### config.mk
export PLATFORM = sky130hd
export DESIGN_NAME = alu_writeback_unit_flat
export DESIGN_NICKNAME = d
export VERILOG_FILES = /design/src/rtl/alu_wb_if.sv /design/src/rtl/alu_writeback_unit.sv /design/src/flat_wrapper.sv
export SDC_FILE = /design/constraint.sdc
export NUM_CORES = 1
export LEC_CHECK = 0
export ABC_AREA = 1
export BUFFER_PORTS_ARGS = -buffer_cell sky130_fd_sc_hd__buf_2
export CORE_MARGIN = 10
export CORE_UTILIZATION = 50
export DETAILED_ROUTE_END_ITERATION = 6
export PLACE_DENSITY = 0.75
export SETUP_SLACK_MARGIN = 0.5
export SYNTH_ARGS = -nofsm -noshare
export SYNTH_HDL_FRONTEND = slang
export SYNTH_SLANG_ARGS = --single-unit
### constraint.sdc
create_clock -name clk -period 4.1 [get_ports clk]
set_input_delay 0.205 -clock clk [delete_from_list [all_inputs] [get_ports clk]]
set_output_delay 0.205 -clock clk [all_outputs]
set_load 0.005 [all_outputs]
### src/rtl/alu_wb_if.sv
// Interface bundling the ALU-result intake and register-file writeback signals of alu_writeback_unit.
`timescale 1ns/1ps
interface alu_wb_if #(
  parameter int DATA_W = 16,
  parameter int OPC_W  = 6,
  parameter int ADDR_W = 4
);
  logic              in_valid;
  logic              in_ready;
  logic [DATA_W-1:0] in_result;
  logic [OPC_W-1:0]  in_opcode;
  logic [ADDR_W-1:0] in_dest;
  logic              in_z;
  logic              in_n;
  logic              in_c;
  logic              in_o;
  logic              wb_valid;
  logic              wb_ready;
  logic [DATA_W-1:0] wb_data;
  logic [ADDR_W-1:0] wb_addr;
  logic [3:0]        flags_q;
  logic              illegal_op;

  modport slave (
    input  in_valid, in_result, in_opcode, in_dest, in_z, in_n, in_c, in_o, wb_ready,
    output in_ready, wb_valid, wb_data, wb_addr, flags_q, illegal_op
  );

  modport master (
    output in_valid, in_result, in_opcode, in_dest, in_z, in_n, in_c, in_o, wb_ready,
    input  in_ready, wb_valid, wb_data, wb_addr, flags_q, illegal_op
  );
endinterface

### src/rtl/alu_writeback_unit.sv
// ALU writeback stage: architectural flag register plus a DEPTH-entry register-write FIFO.
// Optional macro WB_FLAG_FWD_EN adds the combinational flags_fwd output.
`timescale 1ns/1ps
module alu_writeback_unit #(
  parameter int DATA_W = 16,
  parameter int OPC_W  = 6,
  parameter int ADDR_W = 4,
  parameter int DEPTH  = 2
) (
  input  logic clk,
  input  logic rst_n,
  alu_wb_if.slave bus
`ifdef WB_FLAG_FWD_EN
  ,
  output logic [3:0] flags_fwd
`endif
);
  localparam int PTR_W = $clog2(DEPTH);
  localparam int CNT_W = PTR_W + 1;

  localparam logic [OPC_W-1:0] OP_LO  = OPC_W'(6'b001010);
  localparam logic [OPC_W-1:0] OP_HI  = OPC_W'(6'b011011);
  localparam logic [OPC_W-1:0] OP_MOV = OPC_W'(6'b010000);
  localparam logic [OPC_W-1:0] OP_CMP = OPC_W'(6'b011000);
  localparam logic [OPC_W-1:0] OP_TST = OPC_W'(6'b011001);

  function automatic logic is_alu(input logic [OPC_W-1:0] op);
    return (op >= OP_LO) && (op <= OP_HI);
  endfunction

  function automatic logic is_write(input logic [OPC_W-1:0] op);
    return is_alu(op) && (op != OP_CMP) && (op != OP_TST);
  endfunction

  function automatic logic is_flag(input logic [OPC_W-1:0] op);
    return is_alu(op) && (op != OP_MOV);
  endfunction

  logic [DATA_W-1:0] mem_data [DEPTH];
  logic [ADDR_W-1:0] mem_addr [DEPTH];
  logic [PTR_W-1:0]  wr_ptr;
  logic [PTR_W-1:0]  rd_ptr;
  logic [CNT_W-1:0]  count;
  logic [3:0]        flags_r;
  logic              illegal_r;

  logic       accept;
  logic       push;
  logic       pop;
  logic       flag_upd;
  logic [3:0] in_flags;

  // Handshake decode from registered state only; in_ready never depends on wb_ready.
  assign bus.in_ready = (count < CNT_W'(DEPTH));
  assign bus.wb_valid = (count != '0);
  assign accept       = bus.in_valid && bus.in_ready;
  assign push         = accept && is_write(bus.in_opcode);
  assign flag_upd     = accept && is_flag(bus.in_opcode);
  assign pop          = bus.wb_valid && bus.wb_ready;
  assign in_flags     = {bus.in_z, bus.in_n, bus.in_c, bus.in_o};

  assign bus.wb_data    = mem_data[rd_ptr];
  assign bus.wb_addr    = mem_addr[rd_ptr];
  assign bus.flags_q    = flags_r;
  assign bus.illegal_op = illegal_r;

`ifdef WB_FLAG_FWD_EN
  assign flags_fwd = flag_upd ? in_flags : flags_r;
`endif

  // FIFO pointers, occupancy and entry storage
  always_ff @(posedge clk) begin
    if (!rst_n) begin
      wr_ptr <= '0;
      rd_ptr <= '0;
      count  <= '0;
      for (int i = 0; i < DEPTH; i++) begin
        mem_data[i] <= '0;
        mem_addr[i] <= '0;
      end
    end else begin
      if (push) begin
        mem_data[wr_ptr] <= bus.in_result;
        mem_addr[wr_ptr] <= bus.in_dest;
        wr_ptr           <= wr_ptr + PTR_W'(1);
      end
      if (pop) begin
        rd_ptr <= rd_ptr + PTR_W'(1);
      end
      case ({push, pop})
        2'b10:   count <= count + CNT_W'(1);
        2'b01:   count <= count - CNT_W'(1);
        default: count <= count;
      endcase
    end
  end

  // Architectural flags and the illegal-opcode pulse
  always_ff @(posedge clk) begin
    if (!rst_n) begin
      flags_r   <= '0;
      illegal_r <= 1'b0;
    end else begin
      if (flag_upd) begin
        flags_r <= in_flags;
      end
      illegal_r <= accept && !is_alu(bus.in_opcode);
    end
  end
endmodule

### src/flat_wrapper.sv
// flat-port wrapper written by rule: the top's interface ports become plain ports
module alu_writeback_unit_flat 
#(
  parameter int DATA_W = 16,
  parameter int OPC_W  = 6,
  parameter int ADDR_W = 4,
  parameter int DEPTH  = 2
)
  (clk, rst_n, bus_in_valid, bus_in_result, bus_in_opcode, bus_in_dest, bus_in_z, bus_in_n, bus_in_c, bus_in_o, bus_wb_ready, bus_in_ready, bus_wb_valid, bus_wb_data, bus_wb_addr, bus_flags_q, bus_illegal_op);
  alu_wb_if #(.DATA_W(DATA_W), .OPC_W(OPC_W), .ADDR_W(ADDR_W)) bus_i ();
  input  logic clk;
  input  logic rst_n;
  input wire logic [$bits(bus_i.in_valid)-1:0] bus_in_valid;
  input wire logic [$bits(bus_i.in_result)-1:0] bus_in_result;
  input wire logic [$bits(bus_i.in_opcode)-1:0] bus_in_opcode;
  input wire logic [$bits(bus_i.in_dest)-1:0] bus_in_dest;
  input wire logic [$bits(bus_i.in_z)-1:0] bus_in_z;
  input wire logic [$bits(bus_i.in_n)-1:0] bus_in_n;
  input wire logic [$bits(bus_i.in_c)-1:0] bus_in_c;
  input wire logic [$bits(bus_i.in_o)-1:0] bus_in_o;
  input wire logic [$bits(bus_i.wb_ready)-1:0] bus_wb_ready;
  output wire logic [$bits(bus_i.in_ready)-1:0] bus_in_ready;
  output wire logic [$bits(bus_i.wb_valid)-1:0] bus_wb_valid;
  output wire logic [$bits(bus_i.wb_data)-1:0] bus_wb_data;
  output wire logic [$bits(bus_i.wb_addr)-1:0] bus_wb_addr;
  output wire logic [$bits(bus_i.flags_q)-1:0] bus_flags_q;
  output wire logic [$bits(bus_i.illegal_op)-1:0] bus_illegal_op;
  assign bus_i.in_valid = bus_in_valid;
  assign bus_i.in_result = bus_in_result;
  assign bus_i.in_opcode = bus_in_opcode;
  assign bus_i.in_dest = bus_in_dest;
  assign bus_i.in_z = bus_in_z;
  assign bus_i.in_n = bus_in_n;
  assign bus_i.in_c = bus_in_c;
  assign bus_i.in_o = bus_in_o;
  assign bus_i.wb_ready = bus_wb_ready;
  assign bus_in_ready = bus_i.in_ready;
  assign bus_wb_valid = bus_i.wb_valid;
  assign bus_wb_data = bus_i.wb_data;
  assign bus_wb_addr = bus_i.wb_addr;
  assign bus_flags_q = bus_i.flags_q;
  assign bus_illegal_op = bus_i.illegal_op;
  alu_writeback_unit #(.DATA_W(DATA_W), .OPC_W(OPC_W), .ADDR_W(ADDR_W), .DEPTH(DEPTH)) u_core (.clk(clk), .rst_n(rst_n), .bus(bus_i));
endmodule
## Word-level counts from Yosys, hierarchy flattened

Memory sizes are Yosys's and may differ from the RTL's. A register that Yosys moved wholly into a read port is not among the register bits.
Index checks and enable logic that the tools add are counted.
W data, S select, Z words.

- Add/sub/neg operators: 4
- $lt $le $gt $ge: 3
- Equality and inequality tests: 5
- Multiplexer cells: 15
- Reduce and logical (&&, ||, !) cells: 14

Operator list:

| cell | number |
|---|---|
| $ne A6 B5 Y1 const B | 3 |
| $mux W16 | 1 |
| $reduce_or A16 Y1 | 1 |
| $mux W1 | 12 |
| $logic_and A1 B1 Y1 | 9 |
| $ge A6 B4 Y1 const B | 1 |
| $le A6 B5 Y1 const B | 1 |
| $mux W4 | 1 |
| $pmux W2 S2 | 1 |
| $reduce_bool A2 Y1 | 2 |
| $reduce_or A4 Y1 | 1 |
| $add A1 B1 Y1 const B | 2 |
| $add A2 B1 Y2 const B | 1 |
| $eq A2 B1 Y1 const B | 1 |
| $eq A2 B2 Y1 const B | 1 |
| $lt A2 B2 Y1 const B | 1 |
| $sub A2 B1 Y2 const B | 1 |
| $logic_not A1 Y1 | 1 |

- Register bits after elaboration: 9
- Bits in writable memories: 40
- Bits of input ports: 34
- Output and inout bits: 27
- Word-level logic and storage cells: 48
- Memories kept: 2

Memory list:

| name | depth | width | rd ports | clocked after Yosys merged registers in | wr ports | line | source |
|---|---|---|---|---|---|---|---|
| u_core.mem_data | 2 | 16 | 1 | 1 | 2 | alu_writeback_unit.sv:39 | `logic [DATA_W-1:0] mem_data [DEPTH];` |
| u_core.mem_addr | 2 | 4 | 1 | 1 | 2 | alu_writeback_unit.sv:40 | `logic [ADDR_W-1:0] mem_addr [DEPTH];` |

## Logic depth before layout (Yosys ltp)

- Word-level depth: 10
- Depth in mapped cells: 12
- Gate-level depth less buffers: 12

## Worst setup path before layout

OpenSTA, ideal clock, no wires.

- Path type: reg2reg
- From: register u_core.count[1]
- To: memory u_core.mem_addr[0][0] (enable)
- Library setup time: 377 ps
- Arrival time: 1439 ps
- Data required time: 3723 ps
- Path slack: 2285 ps
- Cell stages (with the launch flop): 9
- Period minus slack after synthesis: 1815 ps
- Cell sequence: dfxtp_1 > inv_1 > nand2_1 > inv_1 > nand2_1 > nor2_2 > nand3_2 > buf_6 > nand2_1

RTL lines:

| what | line | source |
|---|---|---|
| start, declared | alu_writeback_unit.sv:43 | `logic [CNT_W-1:0] count;` |
| start signal, assigned | alu_writeback_unit.sv:91 | `2'b10: count <= count + CNT_W'(1);` |
| start signal, assigned | alu_writeback_unit.sv:92 | `2'b01: count <= count - CNT_W'(1);` |
| start signal, assigned | alu_writeback_unit.sv:93 | `default: count <= count;` |
| end, declared | alu_writeback_unit.sv:40 |  |

==> out/qor.csv <==
stage,metric,value,unit
timing,total negative slack,0,ps
drt,Vias,1530,
timing,max_slew headroom,39.9,%
cells_and_area,Final Core Density,60.9,%
clock_network,Clock transition at path regs,90,ps
power,Worst VDD drop,0.195,mV
yosys,Post-Syn Nets,250,
floorplan,CORE AREA,4350,µm²
global_route,number of global-route vias before repair,1600,
placement,HPWL after DPL,3.17,mm
yosys,Synth Register Bits,50,
clock_network,CTS tree,done,
drt,DRT Pass-1 Iters,4,
timing,Setup WS post-layout,1690,ps
critical_path,worst reg2reg path endpoint,u_core.mem_data[0][11]$_SDFFCE_PN0P_,
min_path,worst hold endpoint,u_core.mem_data[0][2]$_SDFFCE_PN0P_,
timing,Final min period,2410,ps
timing,hold slack,212,ps
critical_path,WS Path Type,flop to flop,
clock_network,Max H-tree Level,2,
power,P_leak,1.30,nW
timing,Layout Skew,5.33,ps
global_route,largest net degree at the start of global routing,23,
floorplan,die footprint,7550,µm²
global_route,initial antenna violation count,0,
cells_and_area,fill count,386,
clock_network,root buf cell,clkbuf_8,
drt,drt initial violations,118,
critical_path,crit-path max FO,22,
critical_path,R2R cell count,7,
placement,port buffer count,60,
timing,RSZ-0062 raised after global routing,no,
drt,routed len/inst,13.2,µm
yosys,Syn Inst Count,215,
critical_path,Worst path slowest cell,nand2_1,
clock_network,setup bufs post-CTS,0,
cells_and_area,# diodes,0,
min_path,Hold Crit Start,bus_in_result[2],
yosys,Mapped Avg Cell Area,10.4,µm²
yosys,Unique masters post-synth,17,
global_route,Total GRT Usage,11.9,%
timing,final setup vio count,0,
cells_and_area,"most common cell after layout, fill and taps aside",buf_2,
clock_network,post-CTS resize count,0,
floorplan,num ports,61,
drt,Residual DRC,0,
placement,"worst slack, placed",1630,ps
drt,drt total wl,4.34,mm
timing,final hold viol count,0,
cells_and_area,design area,2650,µm²
min_path,worst hold stages,3,
floorplan,# rows,24,
cells_and_area,area grow syn2layout,18.5,%
drt,"antenna viol nets, final",0,
floorplan,Die Y,86.9,µm
yosys,sequential share of the synthesized area,62.6,%
clock_network,CTS Buffer Depth,2,
critical_path,Crit path top cell by count,nand2_1,
timing,Tightest Pin Transition,900,ps
critical_path,Reg-to-Reg Start,u_core.count[1]$_SDFFE_PN0P_,
critical_path,startpoint class of the critical path,flop,
cells_and_area,most frequent cells in the layout,"60 x buf_2, 58 x nor2_1, 40 x edfxtp_1, 36 x inv_1, 23 x nand2_1",
floorplan,chip width,86.9,µm
critical_path,"critical path, cell by cell",inv_1 -> nand2_1 -> inv_1 -> nand2_1 -> nor2_2 -> nand3_2 -> nand2_1,
clock_network,hold_buf cts,0,
critical_path,worst reg2reg setup slack,1690,ps
drt,Avg Vias per Cell,4.66,
critical_path,CP Data Required Time,4030,ps
cells_and_area,layout cell share with drive strength beyond 1,33.3,%
global_route,total gr overflow,0,
placement,RePlAce Congestion,0.813,
critical_path,largest stage delay on the critical path,860,ps
timing,fmax,414,MHz
global_route,global-route wire length before repair,7.35,mm
min_path,Tightest Hold Check Type,input port to flop,
floorplan,Starting Density,51.4,%
clock_network,CTS buffer count,5,
timing,"Slew Viols, Final",0,
critical_path,CP Data Arrival Time,2340,ps
cells_and_area,final net count,310,
placement,Placed Instance Area,2560,µm²
clock_network,insertion delay to the later sink of the worst-skew pair,300,ps
critical_path,critical path endpoint category,flop,
clock_network,clock sink total,50,
status,status,"finished, final reports clean",
timing,fin crit share,58.9,%
yosys,synth warn,0,
yosys,Netlist Area Pre-Place,2240,µm²
flow_run,max_cap viols,0,
power,power per cell area,396,nW/µm²
-- routing by layer --
| metal | GRT usage (%) | wire [µm] | vias up |
|---|---|---|---|
| li1 | - | - | 804 |
| met1 | 13.5 | 1880 | 677 |
| met2 | 19.8 | 2000 | 47 |
| met3 | 5.81 | 450 | 2 |
| met4 | 2.65 | 14 | 0 |
| met5 | 0 | 0 | - |
-- flip-flops by register name (all words and copies together), names as in the netlist, named ones only --
signal and cells:
u_core.bus.illegal_op 1, u_core.count 2, u_core.rd_ptr 1, u_core.mem_addr 8
u_core.mem_data 32, u_core.wr_ptr 1, u_core.bus.flags_q 4
-- synthesized netlist by cell type (all sizes together) --
master | n | area [µm²]
buf | 6 | 42.5
edfxtp | 40 | 1200
nor2 | 60 | 230
mux2 | 20 | 225
nand3 | 8 | 45.0
ha | 1 | 12.5
xor2 | 1 | 8.76
or2 | 1 | 6.26
dfxtp | 10 | 200
nand2 | 23 | 86.3
clkbuf | 1 | 3.75
inv | 36 | 135
a21oi | 4 | 20.0
o21ai | 4 | 20.0
-- metrics by stage --
step | total power [W] | std cells
after floorplan | 0.000704 | 215
after global placement | 0.000768 | 320
after detailed placement | 0.000773 | 320
after CTS | 0.00107 | 328
after global routing | 0.00111 | 328
final | 0.00105 | 328
-- cell families after synthesis --
logic type / synth area share [%]
DFF: 62.6
buffers and inverters: 8.11
and+or+nand+nor: 16.4
adders and majority gates: 0.559
muxes: 10.1
AOI/OAI and AO/OA: 1.79
xor gates and xnor gates: 0.392
-- critical path: cells and delay by family (launching register included) --
family	cells	cell delay [ps]
buffers and inverters	2	170
flip-flops	1	310
AND/OR/NAND/NOR	5	1560
-- final cells by class --
type                    count  area, µm²  share of cell area (%)
clock inverters             2       12.5                   0.472
well taps                  52       65.1                    2.45
multi-input cells         122        654                    24.7
repair buffers             60        300                    11.3
flip-flops and latches     50       1400                    52.9
clock buffers               6       82.6                    3.11
inverters                  36        135                    5.10
-- worst max path at each step --
stage	from	end	slack (ps)	depth (start not counted)
global route	u_core.count[1]$_SDFFE_PN0P_	u_core.mem_addr[0][2]$_SDFFCE_PN0P_	1450	7
detailed placement	u_core.count[1]$_SDFFE_PN0P_	u_core.mem_data[0][10]$_SDFFCE_PN0P_	1630	7
floorplan	u_core.count[1]$_SDFFE_PN0P_	u_core.mem_addr[0][0]$_SDFFCE_PN0P_	2280	8
CTS	u_core.count[1]$_SDFFE_PN0P_	u_core.mem_data[0][5]$_SDFFCE_PN0P_	1610	7
global placement	u_core.count[1]$_SDFFE_PN0P_	u_core.mem_addr[0][3]$_SDFFCE_PN0P_	1690	7
finish	u_core.count[1]$_SDFFE_PN0P_	u_core.mem_data[0][11]$_SDFFCE_PN0P_	1690	7
-- where the power goes --
part	switching (W)	total, W	internal [W]
registers	0.0000212	0.000602	0.000580
logic	0.0000773	0.000155	0.0000780
clock network	0.000157	0.000292	0.000136
total	0.000255	0.00105	0.000794
(Power assumes the default switching activity.)
